`src/rtl/uart8_receiver.sv`:
```
// 8N1 UART receiver: oversampled clock, 2-flop input synchronizer,
// mid-bit sampling, one-cycle done/err pulses on frame completion.
module uart8_receiver #(
  parameter int OVERSAMPLE = 16
) (
  input  logic       clk,
  input  logic       rst_n,
  input  logic       en,
  input  logic       in,
  output logic [7:0] out,
  output logic       done,
  output logic       busy,
  output logic       err
);

  localparam int CW = $clog2(OVERSAMPLE);
  localparam logic [CW-1:0] HALF = CW'(OVERSAMPLE/2 - 1);
  localparam logic [CW-1:0] LAST = CW'(OVERSAMPLE - 1);

  typedef enum logic [1:0] {IDLE, START_BIT, DATA_BITS, STOP_BIT} state_t;

  state_t          r_state, w_state_nxt;
  logic            r_sync1, r_rx_s;
  logic [CW-1:0]   r_cnt, w_cnt_nxt;
  logic [2:0]      r_idx, w_idx_nxt;
  logic [7:0]      r_shift, w_shift_nxt;
  logic [7:0]      r_out, w_out_nxt;
  logic            r_done, w_done_nxt;
  logic            r_err, w_err_nxt;

  // Synchronizer resets to idle-high so reset release never looks like a start edge.
  always_ff @(posedge clk or negedge rst_n) begin
    if (!rst_n) begin
      r_sync1 <= 1'b1;
      r_rx_s  <= 1'b1;
    end else begin
      r_sync1 <= in;
      r_rx_s  <= r_sync1;
    end
  end

  always_ff @(posedge clk or negedge rst_n) begin
    if (!rst_n) begin
      r_state <= IDLE;
      r_cnt   <= '0;
      r_idx   <= '0;
      r_shift <= '0;
      r_out   <= '0;
      r_done  <= 1'b0;
      r_err   <= 1'b0;
    end else begin
      r_state <= w_state_nxt;
      r_cnt   <= w_cnt_nxt;
      r_idx   <= w_idx_nxt;
      r_shift <= w_shift_nxt;
      r_out   <= w_out_nxt;
      r_done  <= w_done_nxt;
      r_err   <= w_err_nxt;
    end
  end

  always_comb begin
    w_state_nxt = r_state;
    w_cnt_nxt   = r_cnt + 1'b1;
    w_idx_nxt   = r_idx;
    w_shift_nxt = r_shift;
    w_out_nxt   = r_out;
    w_done_nxt  = 1'b0;
    w_err_nxt   = 1'b0;
    case (r_state)
      IDLE: begin
        w_cnt_nxt = '0;
        w_idx_nxt = '0;
        if (en && !r_rx_s) w_state_nxt = START_BIT;
      end
      START_BIT: begin
        if (r_cnt == HALF) begin
          w_cnt_nxt   = '0;
          w_state_nxt = r_rx_s ? IDLE : DATA_BITS;
        end
      end
      DATA_BITS: begin
        if (r_cnt == LAST) begin
          w_cnt_nxt          = '0;
          w_shift_nxt[r_idx] = r_rx_s;
          if (r_idx == 3'd7) begin
            w_idx_nxt   = '0;
            w_state_nxt = STOP_BIT;
          end else begin
            w_idx_nxt = r_idx + 3'd1;
          end
        end
      end
      STOP_BIT: begin
        // Leaving at the stop-bit midpoint lets a back-to-back start edge be caught.
        if (r_cnt == LAST) begin
          w_cnt_nxt   = '0;
          w_state_nxt = IDLE;
          if (r_rx_s) begin
            w_out_nxt  = r_shift;
            w_done_nxt = 1'b1;
          end else begin
            w_err_nxt = 1'b1;
          end
        end
      end
      default: begin
        w_state_nxt = IDLE;
        w_cnt_nxt   = '0;
      end
    endcase
    if (!en && r_state != IDLE) begin
      w_state_nxt = IDLE;
      w_cnt_nxt   = '0;
      w_idx_nxt   = '0;
      w_out_nxt   = r_out;
      w_done_nxt  = 1'b0;
      w_err_nxt   = 1'b0;
    end
  end

  assign out  = r_out;
  assign done = r_done;
  assign err  = r_err;
  assign busy = (r_state != IDLE);

endmodule

```
`config.mk`:
```
export PLATFORM = sky130hd
export DESIGN_NAME = uart8_receiver
export DESIGN_NICKNAME = d
export VERILOG_FILES = /design/src/rtl/uart8_receiver.sv
export SDC_FILE = /design/constraint.sdc
export NUM_CORES = 1
export LEC_CHECK = 0
export CELL_PAD_IN_SITES_DETAIL_PLACEMENT = 1
export CELL_PAD_IN_SITES_GLOBAL_PLACEMENT = 1
export CORE_MARGIN = 5
export CORE_UTILIZATION = 47
export DETAILED_ROUTE_END_ITERATION = 6
export PLACE_DENSITY_LB_ADDON = 0.1
export SYNTH_ARGS = -nofsm -noshare
export SYNTH_HDL_FRONTEND = slang
export SYNTH_SLANG_ARGS = --single-unit
export TNS_END_PERCENT = 50
```
`constraint.sdc`:
```
create_clock -name clk -period 2.5 [get_ports clk]
set_input_delay 0.5 -clock clk [delete_from_list [all_inputs] [get_ports clk]]
set_output_delay 0.5 -clock clk [all_outputs]
set_load 0.03 [all_outputs]
```
==> results.ini <==
[route]
avgRoutedWirePerCell_um = 17.12
wl_met2_um = 1366
route.met3.wl_um = 154
dr.pass1.iters = 3
num_vias = 887
routed.top_layer = met4
ant_nets = 0
viasPerCell = 5.686
drc = 0
wl_met1_um = 1117
drt-total-wl_um = 2670
drt-initial-drc-count = 22

[power]
leakage_nw = 0.7193
ir_worst_vdd_v = 0.0005178
total_power_mw = 0.7745
power_density_nw_per_um2 = 505.3

[setup_path]
r2r_slack_ns = 0.50
cp-startpoint = r_state[1]
cp-end-kind = output port
r2r_cells = 4
crit_fanout = 11
start_kind = register
cp.required_ns = 2.00
crit_arrival_ns = 1.77
worstReg2RegStart = r_cnt[0]
crit_path_end = busy
timing.rr.end = out[4]
crit_type = register to output port

[clock_tree]
ctsHoldBuffers = 0
clock_path_buffers = 2
clkLatencyLatePin_ns = 0.32
root_buffer = clkbuf_4
clk_pin_slew_worst_paths_ns = 0.08
cts.repair.resized = 0
h-tree-depth = 2
cts_num_sinks = 29
tritoncts = built
cts_made_buffers = 5
cts_setup_buffers = 0

[outcome]
status = completed

[yosys]
synth_cell_types = 36
synth.cell_area_um2 = 1326
synthFlopType = dfrtp_1
synth_area_per_cell_um2 = 12.28
yosysSeqAreaShare_pct = 54.91
yosys_warnings = 0
synthCells = 108
synth_edf_count = 0
synth_seq_cells = 29
synth-async-reset-ratio_pct = 100.0
syn-num-nets = 115

[floorplanning]
start_util_pct = 48.51
rows = 19
pin_count = 15
die_w_um = 63.12
design.die.area_um2 = 3984
dieHeight_um = 63.12
core_um2 = 2734

[global_routing]
grt_pass1_wl_um = 4926
grt_max_degree = 30
overflow = 0
antenna_found_initial = 0
grt_usage_pct = 16.35
grt_pass1_vias = 1012

[sta]
slew_violations = 0
finalHoldViolCount = 0
fmax_mhz = 439.7
fin_crit_sh_pct = 90.96
setup_violations = 0
period_needed_ns = 2.274
rsz0062_at_grt = false
relSlewSlack_pct = 68.98
clock_skew_ns = 0.008609
whs_ns = 0.3611
setup_tns_ns = 0
tightest_slew_ns = 0.4617

[placement]
place_congestion = 0.8044
hpwl_um = 1975
portBuffers = 14

[layout]
post-route-util_pct = 56.06
synthToLayoutAreaGrowth_pct = 15.57
fin_nets = 131
antenna_cells = 0
fillCellCount = 305
drive_above_1_share_pct = 26.40

[min_path]
worstHoldPathType = register to register

[flow_run]
max-cap-violations = 0

metal layers:
metal  GRT usage, %  vias to the layer above
met5              0                        -
met1          18.65                      443
met2          26.54                       17
met3          6.927                        2
met4          7.162                        0
li1               -                      425
cells in the final DEF, fill, tap and decap left out, types with 2 or more instances in the layout:
cell | Yosys | layout
dfrtp_1 | 27 | 27
nand3_1 | 4 | 4
a22o_1 | 2 | 2
ha_1 | 3 | 3
nor4_1 | 2 | 2
buf_4 | 0 | 2
and3_1 | 3 | 3
inv_1 | 3 | 3
mux2i_1 | 2 | 2
clkdlybuf4s50_1 | 0 | 14
nor2_1 | 5 | 5
clkinv_2 | 0 | 2
a21oi_1 | 3 | 3
nand2_1 | 4 | 4
dfstp_2 | 2 | 2
o21ai_0 | 2 | 2
clkbuf_4 | 0 | 5
mux2_2 | 16 | 16
nor3_1 | 5 | 5
worst max-delay path: stages (launching register included):
cell and delay (ns):
dfrtp_1 0.51, or2_2 0.35, clkdlybuf4s50_1 0.60
final cells by class:
type                            instances  area [um2]  share of cell area [%]
Timing Repair Buffer                   16       155.1                   10.12
Tap cell                               31       38.79                   2.531
Clock buffer                            6       41.29                   2.694
Inverter                                3       11.26                  0.7347
Sequential cell                        29       728.2                   47.51
Clock inverter                          2       10.01                  0.6531
Multi-Input combinational cell         69       548.0                   35.76
power breakdown:
| group | leakage [nW] | switching (mW) | internal [mW] |
|---|---|---|---|
| sequential | 0.396 | 0.00510 | 0.474 |
| clock | 0.0320 | 0.154 | 0.107 |
| combinational | 0.291 | 0.0212 | 0.0136 |
cells in the mapped netlist, types with 2 or more instances:
| library cell | instances | area, um2 |
|---|---|---|
| inv_1 | 3 | 11.26 |
| nor4_1 | 2 | 12.51 |
| nand2_1 | 4 | 15.01 |
| buf_2 | 4 | 20.02 |
| o21ai_0 | 2 | 10.01 |
| nand3_1 | 4 | 20.02 |
| nor3_1 | 5 | 25.02 |
| a22o_1 | 2 | 17.52 |
| dfstp_2 | 2 | 52.55 |
| nor2_1 | 5 | 18.77 |
| mux2_2 | 16 | 180.2 |
| mux2i_1 | 2 | 20.02 |
| and3_1 | 3 | 18.77 |
| dfrtp_1 | 27 | 675.7 |
| a21oi_1 | 3 | 15.01 |
| clkbuf_1 | 2 | 7.510 |
| ha_1 | 3 | 37.54 |
sequential cells by signal (all words and copies together), names as in the netlist:
register  flops
err           1
r_rx_s        1
r_cnt         4
r_state       2
r_idx         3
r_shift       8
r_sync1       1
out           8
done          1
cells by family (layout without fill, tap and decap cells):
group	count (synthesis)	after routing	share of synthesized area, %
xor+xnor	1	1	0.6605
flops	29	29	54.91
buf+inv	10	27	3.774
mux	18	18	15.09
fa+ha+maj	3	3	2.830
compound gates	13	13	7.170
simple gates	34	34	15.57
metrics by stage:
stage | worst slack, ns | std cells | cell area (um2)
2_1_floorplan | 1.006 | 108 | 1326
3_3_place_gp | 0.3351 | 148 | 1481
3_5_place_dp | 0.2825 | 148 | 1481
4_1_cts | 0.2119 | 156 | 1533
5_1_grt | 0.1121 | 156 | 1533
6_report | 0.2259 | 156 | 1533
how the worst min path moves through the flow:
stage | start | end | slack (ns) | cells after the start
finish | r_sync1 | r_rx_s | 0.36 | 0
global route | r_sync1 | r_rx_s | 0.37 | 0
CTS | r_sync1 | r_rx_s | 0.37 | 0
detailed placement | r_sync1 | r_rx_s | 0.35 | 0
global placement | r_sync1 | r_rx_s | 0.35 | 0
floorplan | rst_n | done | 0.20 | 0
Power figures use the tool's default switching activity.
